$ cat config.mk
export PLATFORM = sky130hd
export DESIGN_NAME = coin_hopper_ctrl_flat
export DESIGN_NICKNAME = d
export VERILOG_FILES = /design/src/rtl/coin_hopper_ctrl_if.sv /design/src/rtl/coin_hopper_ctrl.sv /design/src/flat_wrapper.sv
export SDC_FILE = /design/constraint.sdc
export NUM_CORES = 1
export LEC_CHECK = 0
export ABC_AREA = 1
export CAP_MARGIN = 20
export CORE_MARGIN = 4
export CORE_UTILIZATION = 25
export CTS_CLUSTER_SIZE = 14
export DETAILED_ROUTE_END_ITERATION = 7
export GPL_ROUTABILITY_DRIVEN = 0
export SLEW_MARGIN = 20
export SYNTH_ARGS = -nofsm -noshare
export SYNTH_HDL_FRONTEND = slang
export SYNTH_SLANG_ARGS = --single-unit
$ cat constraint.sdc
create_clock -name clk -period 4.47 [get_ports clk]
set_clock_uncertainty 0.15 [all_clocks]
set_input_delay 0.894 -clock clk [delete_from_list [all_inputs] [get_ports clk]]
set_output_delay 0.894 -clock clk [all_outputs]
set_load 0.03 [all_outputs]
$ cat src/rtl/coin_hopper_ctrl_if.sv
// rtl/coin_hopper_ctrl_if.sv - dispense request, hopper sensor/motor and status bundle
interface coin_hopper_ctrl_if #(
    parameter int TOT_W = 10
);
    logic             dispQuarter;
    logic             dispDime;
    logic             dispNickel;
    logic             exitQ;
    logic             exitD;
    logic             exitN;
    logic             emptyQ;
    logic             emptyD;
    logic             emptyN;
    logic             clrFault;
    logic             motQ;
    logic             motD;
    logic             motN;
    logic             busy;
    logic             fault;
    logic [1:0]       faultCode;
    logic             ovf;
    logic [TOT_W-1:0] owed;
    logic [TOT_W-1:0] paid;

    modport master (
        output dispQuarter, dispDime, dispNickel,
        output exitQ, exitD, exitN,
        output emptyQ, emptyD, emptyN,
        output clrFault,
        input  motQ, motD, motN, busy, fault, faultCode, ovf, owed, paid
    );

    modport slave (
        input  dispQuarter, dispDime, dispNickel,
        input  exitQ, exitD, exitN,
        input  emptyQ, emptyD, emptyN,
        input  clrFault,
        output motQ, motD, motN, busy, fault, faultCode, ovf, owed, paid
    );
endinterface

$ cat src/rtl/coin_hopper_ctrl.sv
// rtl/coin_hopper_ctrl.sv - queues change requests per denomination and drives hoppers one coin at a time
module coin_hopper_ctrl #(
    parameter int CNT_W   = 4,
    parameter int TIMEOUT = 50,
    parameter int GAP     = 3,
    parameter int TOT_W   = 10
) (
    input  logic              clk,
    input  logic              rst,
    coin_hopper_ctrl_if.slave bus
);
    localparam int TMR_W = $clog2(((TIMEOUT > GAP) ? TIMEOUT : GAP) + 1);

    localparam logic [1:0] ST_IDLE  = 2'd0;
    localparam logic [1:0] ST_RUN   = 2'd1;
    localparam logic [1:0] ST_GAP   = 2'd2;
    localparam logic [1:0] ST_FAULT = 2'd3;

    localparam logic [1:0] SEL_Q = 2'd0;
    localparam logic [1:0] SEL_D = 2'd1;
    localparam logic [1:0] SEL_N = 2'd2;

    localparam logic [CNT_W-1:0] CNT_MAX  = {CNT_W{1'b1}};
    localparam logic [TMR_W-1:0] TMO_LAST = TMR_W'(TIMEOUT - 1);
    localparam logic [TMR_W-1:0] GAP_LAST = TMR_W'(GAP - 1);

    logic [1:0]       state_q, state_d;
    logic [1:0]       sel_q, sel_d;
    logic [TMR_W-1:0] timer_q, timer_d;
    logic [CNT_W-1:0] pend_qtr_q, pend_qtr_d;
    logic [CNT_W-1:0] pend_dime_q, pend_dime_d;
    logic [CNT_W-1:0] pend_nick_q, pend_nick_d;
    logic [TOT_W-1:0] paid_q, paid_d;
    logic [1:0]       code_q, code_d;
    logic             ovf_q, ovf_d;

    logic             confirm;
    logic             dec_qtr, dec_dime, dec_nick;
    logic             ovf_set;
    logic             pick_valid, pick_empty;
    logic [1:0]       pick_sel;
    logic [TOT_W-1:0] sel_value;

    // A request and a confirmed exit in the same cycle cancel; a lone request at max is dropped.
    function automatic logic [CNT_W-1:0] next_pend(input logic [CNT_W-1:0] cur,
                                                   input logic inc, input logic dec);
        if (inc == dec)
            return cur;
        if (inc)
            return (cur == CNT_MAX) ? cur : cur + 1'b1;
        return cur - 1'b1;
    endfunction

    always_comb begin
        state_d     = state_q;
        sel_d       = sel_q;
        timer_d     = timer_q;
        paid_d      = paid_q;
        code_d      = code_q;
        pick_valid  = 1'b1;
        pick_sel    = SEL_Q;
        pick_empty  = bus.emptyQ;
        sel_value   = TOT_W'(0);

        case (sel_q)
            SEL_Q:   sel_value = TOT_W'(25);
            SEL_D:   sel_value = TOT_W'(10);
            SEL_N:   sel_value = TOT_W'(5);
            default: sel_value = TOT_W'(0);
        endcase

        confirm  = (state_q == ST_RUN) &&
                   (((sel_q == SEL_Q) && bus.exitQ) ||
                    ((sel_q == SEL_D) && bus.exitD) ||
                    ((sel_q == SEL_N) && bus.exitN));
        dec_qtr  = confirm && (sel_q == SEL_Q);
        dec_dime = confirm && (sel_q == SEL_D);
        dec_nick = confirm && (sel_q == SEL_N);

        pend_qtr_d  = next_pend(pend_qtr_q,  bus.dispQuarter, dec_qtr);
        pend_dime_d = next_pend(pend_dime_q, bus.dispDime,    dec_dime);
        pend_nick_d = next_pend(pend_nick_q, bus.dispNickel,  dec_nick);

        ovf_set = (bus.dispQuarter && (pend_qtr_q  == CNT_MAX) && !dec_qtr)  ||
                  (bus.dispDime    && (pend_dime_q == CNT_MAX) && !dec_dime) ||
                  (bus.dispNickel  && (pend_nick_q == CNT_MAX) && !dec_nick);
        ovf_d   = (ovf_q && !bus.clrFault) || ovf_set;

        if (pend_qtr_q != '0) begin
            pick_sel   = SEL_Q;
            pick_empty = bus.emptyQ;
        end else if (pend_dime_q != '0) begin
            pick_sel   = SEL_D;
            pick_empty = bus.emptyD;
        end else if (pend_nick_q != '0) begin
            pick_sel   = SEL_N;
            pick_empty = bus.emptyN;
        end else begin
            pick_valid = 1'b0;
        end

        case (state_q)
            ST_IDLE: begin
                if (pick_valid) begin
                    sel_d   = pick_sel;
                    timer_d = '0;
                    if (pick_empty) begin
                        state_d = ST_FAULT;
                        code_d  = 2'b10;
                    end else begin
                        state_d = ST_RUN;
                    end
                end
            end
            ST_RUN: begin
                timer_d = timer_q + 1'b1;
                if (confirm) begin
                    state_d = ST_GAP;
                    timer_d = '0;
                    paid_d  = paid_q + sel_value;
                end else if (timer_q == TMO_LAST) begin
                    state_d = ST_FAULT;
                    code_d  = 2'b01;
                end
            end
            ST_GAP: begin
                if (timer_q == GAP_LAST) begin
                    state_d = ST_IDLE;
                    timer_d = '0;
                end else begin
                    timer_d = timer_q + 1'b1;
                end
            end
            default: begin
                // sel_q is left alone so the next selection retries the faulted hopper.
                if (bus.clrFault) begin
                    state_d = ST_IDLE;
                    code_d  = 2'b00;
                end
            end
        endcase
    end

    always_ff @(posedge clk or negedge rst) begin
        if (!rst) begin
            state_q     <= ST_IDLE;
            sel_q       <= SEL_Q;
            timer_q     <= '0;
            pend_qtr_q  <= '0;
            pend_dime_q <= '0;
            pend_nick_q <= '0;
            paid_q      <= '0;
            code_q      <= 2'b00;
            ovf_q       <= 1'b0;
        end else begin
            state_q     <= state_d;
            sel_q       <= sel_d;
            timer_q     <= timer_d;
            pend_qtr_q  <= pend_qtr_d;
            pend_dime_q <= pend_dime_d;
            pend_nick_q <= pend_nick_d;
            paid_q      <= paid_d;
            code_q      <= code_d;
            ovf_q       <= ovf_d;
        end
    end

    assign bus.motQ      = (state_q == ST_RUN) && (sel_q == SEL_Q);
    assign bus.motD      = (state_q == ST_RUN) && (sel_q == SEL_D);
    assign bus.motN      = (state_q == ST_RUN) && (sel_q == SEL_N);
    assign bus.busy      = (state_q != ST_IDLE) || (pend_qtr_q != '0) ||
                           (pend_dime_q != '0) || (pend_nick_q != '0);
    assign bus.fault     = (state_q == ST_FAULT);
    assign bus.faultCode = code_q;
    assign bus.ovf       = ovf_q;
    assign bus.paid      = paid_q;
    assign bus.owed      = TOT_W'(25) * TOT_W'(pend_qtr_q) +
                           TOT_W'(10) * TOT_W'(pend_dime_q) +
                           TOT_W'(5)  * TOT_W'(pend_nick_q);
endmodule

$ cat src/flat_wrapper.sv
// flat-port wrapper written by rule: the top's interface ports become plain ports
module coin_hopper_ctrl_flat 
#(
    parameter int CNT_W   = 4,
    parameter int TIMEOUT = 50,
    parameter int GAP     = 3,
    parameter int TOT_W   = 10
)
  (clk, rst, bus_dispQuarter, bus_dispDime, bus_dispNickel, bus_exitQ, bus_exitD, bus_exitN, bus_emptyQ, bus_emptyD, bus_emptyN, bus_clrFault, bus_motQ, bus_motD, bus_motN, bus_busy, bus_fault, bus_faultCode, bus_ovf, bus_owed, bus_paid);
  coin_hopper_ctrl_if #(.TOT_W(TOT_W)) bus_i ();
  input  logic clk;
  input  logic rst;
  input wire logic [$bits(bus_i.dispQuarter)-1:0] bus_dispQuarter;
  input wire logic [$bits(bus_i.dispDime)-1:0] bus_dispDime;
  input wire logic [$bits(bus_i.dispNickel)-1:0] bus_dispNickel;
  input wire logic [$bits(bus_i.exitQ)-1:0] bus_exitQ;
  input wire logic [$bits(bus_i.exitD)-1:0] bus_exitD;
  input wire logic [$bits(bus_i.exitN)-1:0] bus_exitN;
  input wire logic [$bits(bus_i.emptyQ)-1:0] bus_emptyQ;
  input wire logic [$bits(bus_i.emptyD)-1:0] bus_emptyD;
  input wire logic [$bits(bus_i.emptyN)-1:0] bus_emptyN;
  input wire logic [$bits(bus_i.clrFault)-1:0] bus_clrFault;
  output wire logic [$bits(bus_i.motQ)-1:0] bus_motQ;
  output wire logic [$bits(bus_i.motD)-1:0] bus_motD;
  output wire logic [$bits(bus_i.motN)-1:0] bus_motN;
  output wire logic [$bits(bus_i.busy)-1:0] bus_busy;
  output wire logic [$bits(bus_i.fault)-1:0] bus_fault;
  output wire logic [$bits(bus_i.faultCode)-1:0] bus_faultCode;
  output wire logic [$bits(bus_i.ovf)-1:0] bus_ovf;
  output wire logic [$bits(bus_i.owed)-1:0] bus_owed;
  output wire logic [$bits(bus_i.paid)-1:0] bus_paid;
  assign bus_i.dispQuarter = bus_dispQuarter;
  assign bus_i.dispDime = bus_dispDime;
  assign bus_i.dispNickel = bus_dispNickel;
  assign bus_i.exitQ = bus_exitQ;
  assign bus_i.exitD = bus_exitD;
  assign bus_i.exitN = bus_exitN;
  assign bus_i.emptyQ = bus_emptyQ;
  assign bus_i.emptyD = bus_emptyD;
  assign bus_i.emptyN = bus_emptyN;
  assign bus_i.clrFault = bus_clrFault;
  assign bus_motQ = bus_i.motQ;
  assign bus_motD = bus_i.motD;
  assign bus_motN = bus_i.motN;
  assign bus_busy = bus_i.busy;
  assign bus_fault = bus_i.fault;
  assign bus_faultCode = bus_i.faultCode;
  assign bus_ovf = bus_i.ovf;
  assign bus_owed = bus_i.owed;
  assign bus_paid = bus_i.paid;
  coin_hopper_ctrl #(.CNT_W(CNT_W), .TIMEOUT(TIMEOUT), .GAP(GAP), .TOT_W(TOT_W)) u_core (.clk(clk), .rst(rst), .bus(bus_i));
endmodule
==> key figures <==
GRT
  • Largest net degree at the start of global routing: 36
  • Vias in the first global route: roughly 3000
  • Gr usage total: 10.5%
  • Initial antenna violation count: 0
  • First-pass GRT wire length: around 14000 microns
  • Total grt overflow: 0

Finish
  • Area Overhead vs Synth: 31.8%
  • Fin cells: 680
  • Fraction of layout cells with a size suffix above 1: between 10% and 20%
  • N_diodes: 0
  • Final Util: 34.1%
  • Fillers: about 1300
  • Layout Nets: 582

Routing
  • Vias: about 3000
  • Detailed-route DRC error count: 0
  • Final WL: 8230 microns
  • First-pass DRT Iterations: 4
  • Post-DRT Antenna Nets: 0
  • DR iter-0 viols: around 140
  • Via/cell ratio: between 4 and 5
  • Wire per inst: around 12 microns

Critical path
  • Slowest stage delay, CP: 0.50 ns
  • Maximum fanout along the worst path: 2
  • CP max-delay cell: fa_1
  • Worst R2R Path Depth: 9
  • CP Buf/Inv Count: 4
  • Startpoint types: flip-flop
  • RR Endpoint: u_core.pend_nick_q[1]$_DFFE_PN0P_
  • Crit Reg-Reg Startpoint: u_core.state_q[1]$_DFFE_PN0P_
  • Crit-path cells: ha_4, ha_4, fa_2, xor2_1, ha_1, inv_2, fa_2, fa_1, inv_2, ha_4, nand2_4, inv_2, nand4_1, o211ai_1, xor2_2, buf_6
  • Setup slack, reg-to-reg: around 2.2 ns
  • Data required time of the critical path: between 3 and 4 ns
  • Critical path's top delay family: adder cells
  • Crit Path Class: flip-flop to output port
  • Critical path data arrival time: between 3 and 4 ns
  • Worst setup EP type: output port

Status
  • Violations in the final reports: negative setup slack
  • Status: finished, violations left

Synth
  • Synth top area share: between 20 and 30%
  • Syn Std Cell Area: around 3500 sq um
  • Synth Warn #: 0
  • Post-synth cell types: 33
  • Cells after synthesis: 440
  • Predominant post-synthesis flop cell: dfrtp_1
  • Mean Syn Cell Area: roughly 7.9 sq um
  • FFs w/ async S/R, synth: 100%
  • Post-synth EDFFs: 0
  • Syn Nets: about 520
  • Sequential share of the synthesized area: approximately 25%
  • Synth top area cells: dfrtp_1 (25%), ha_1 (18%), nand2_1 (11%)
  • Flops & latches, synth: 35
  • Dominant cell type by area after synthesis: dfrtp_1

Clock network
  • CTS clk-pin slew, worst paths: 0.06 ns
  • TritonCTS Buffers: 5
  • Later-pin clock latency in the skew report: around 0.28 ns
  • Clk buf depth: 2
  • CTS tree: yes
  • Hold buffer count at CTS: 0
  • Htree depth: 2
  • # clock sinks: 35
  • Root buf cell: clkbuf_16

Floorplanning
  • Die width: about 130 microns
  • Die area: 15800 sq um
  • Core ar.: 13400 sq um
  • IO Count: 40
  • Die Ht: 126 microns
  • Initial core utilization: between 20% and 30%
  • Floorplan row count: 42

Timing
  • Final Cycle Share: 107%
  • RSZ-0062 raised after global routing: true
  • Final Slew Violations: 0
  • Worst setup margin: -0.316 ns
  • # setup viols final: 5
  • Worst-Margin Slew: 0.461 ns
  • Fin crit period: around 4.8 ns
  • Final Hold Fails: 0
  • Achievable frequency: about 210 MHz
  • Slew margin rel.: between 60% and 70%

Place
  • I/O Buffers: 39
  • HPWL Detailed: roughly 6600 microns
  • Placed insts: 670

Job
  • Max cap viols: 0

Hold path
  • Min-Delay Path Depth: 2
  • Hold Path Sink: u_core.bus.faultCode[1]$_DFFE_PN0P_
  • Hold Startpoint: u_core.bus.faultCode[1]$_DFFE_PN0P_
  • Hold/Removal Path Class: flip-flop to flip-flop
## what timing repair did
item	in CTS	in global routing
setup buffers	2	0
pin swaps	13	9
gates resized for setup	23	10
endpoints found under the setup margin	6	5
hold endpoints to repair	0	0
## worst max-delay path by stage
stage	start	endpoint	slack, ns	cells after the start
2_1_floorplan	u_core.pend_dime_q[1]$_DFFE_PN0P_	bus_owed[9]	-0.05	15
3_3_place_gp	u_core.pend_dime_q[3]$_DFFE_PN0P_	bus_owed[8]	-0.06	15
3_5_place_dp	u_core.pend_dime_q[3]$_DFFE_PN0P_	bus_owed[9]	-0.11	16
4_1_cts	u_core.pend_dime_q[3]$_DFFE_PN0P_	bus_owed[9]	-0.33	16
5_1_grt	u_core.pend_dime_q[1]$_DFFE_PN0P_	bus_owed[9]	-0.45	16
6_report	u_core.pend_dime_q[1]$_DFFE_PN0P_	bus_owed[9]	-0.32	16
## stage by stage
step | instance area, sq um | setup TNS [ns] | hold WS [ns] | worst slack [ns]
6_report | 4560 | -0.745 | 0.345 | -0.316
3_3_place_gp | 4240 | -0.0872 | 0.323 | -0.0609
4_1_cts | 4530 | -0.686 | 0.339 | -0.327
5_1_grt | 4560 | -1.32 | 0.397 | -0.445
3_5_place_dp | 4240 | -0.292 | 0.313 | -0.112
2_1_floorplan | 3520 | -0.0452 | 0.360 | -0.0452
## sequential cells by signal (all words and copies together) (netlist names)
register and flops:
u_core.bus.ovf 1, u_core.sel_q 2, u_core.state_q 2, u_core.bus.faultCode 2, u_core.pend_qtr_q 4, u_core.timer_q 6
u_core.bus.paid 10, u_core.pend_dime_q 4, u_core.pend_nick_q 4
## synth_stat cells, types with 2 or more instances
cell type  count
a21boi_0       2
nand4_1       10
nor2_1        29
nand3_2        3
nor3_1         4
xor2_1        17
inv_2          2
nand3_1       36
o21ai_1        3
nand2_1       97
xnor2_1        5
nand3b_1       2
o21ai_0       16
nand2_2        4
ha_1          50
a21oi_1       20
dfrtp_1       35
buf_4          2
inv_1         73
fa_1          17
## layout by cell type, fill, tap and decap left out, types with 3 or more instances in the layout
master,n
nand2_1,92
inv_1,67
ha_1,42
dfrtp_1,35
nand3_1,33
clkdlybuf4s50_1,32
nor2_1,29
buf_4,22
a21oi_1,17
o21ai_0,16
xor2_1,15
fa_1,14
nand4_1,10
inv_2,8
nand2_2,8
ha_4,8
nand3_2,6
clkbuf_16,5
buf_6,5
nor3_1,4
xnor2_1,4
a21oi_4,3
xor2_2,3
o21ai_1,3
fa_2,3
## cell type report
class | instances | area (sq um) | area share, %
multi-input cells | 326 | 2480 | 54.3
flip-flops and latches | 35 | 876 | 19.2
repair buffers | 60 | 551 | 12.1
inverters | 75 | 282 | 6.17
well taps | 176 | 220 | 4.83
clock buffers | 8 | 156 | 3.43
## worst reg2reg max path, cell delays in order, from the launching register on
cell,delay [ns]
dfrtp_1,0.41
inv_1,0.12
ha_1,0.38
inv_1,0.21
nor3_1,0.30
nand2_2,0.14
xor2_2,0.27
nand2_2,0.12
nand2_1,0.07
nand2_1,0.05
## layer usage
| layer | up-vias | routed length, microns | GRT usage (%) |
|---|---|---|---|
| met5 | - | 0 | 0 |
| met4 | 0 | 59 | 2.10 |
| li1 | 1532 | - | - |
| met1 | 1439 | 3790 | 13.5 |
| met2 | 41 | 4180 | 18.8 |
| met3 | 4 | 210 | 1.65 |
## cells by family after synthesis
logic type	Yosys count	share of synthesized area, %
AND/OR/NAND/NOR	190	24.8
buffers and inverters	79	8.81
adder cells (fa/ha/maj)	67	27.9
AO/OA/AOI/OAI	46	7.19
flip-flops	35	25.3
XOR/XNOR	23	6.03
Power is left out: the tool's default activity adds up to more than one toggle a clock period on the data nets, which glitch-free logic cannot reach.
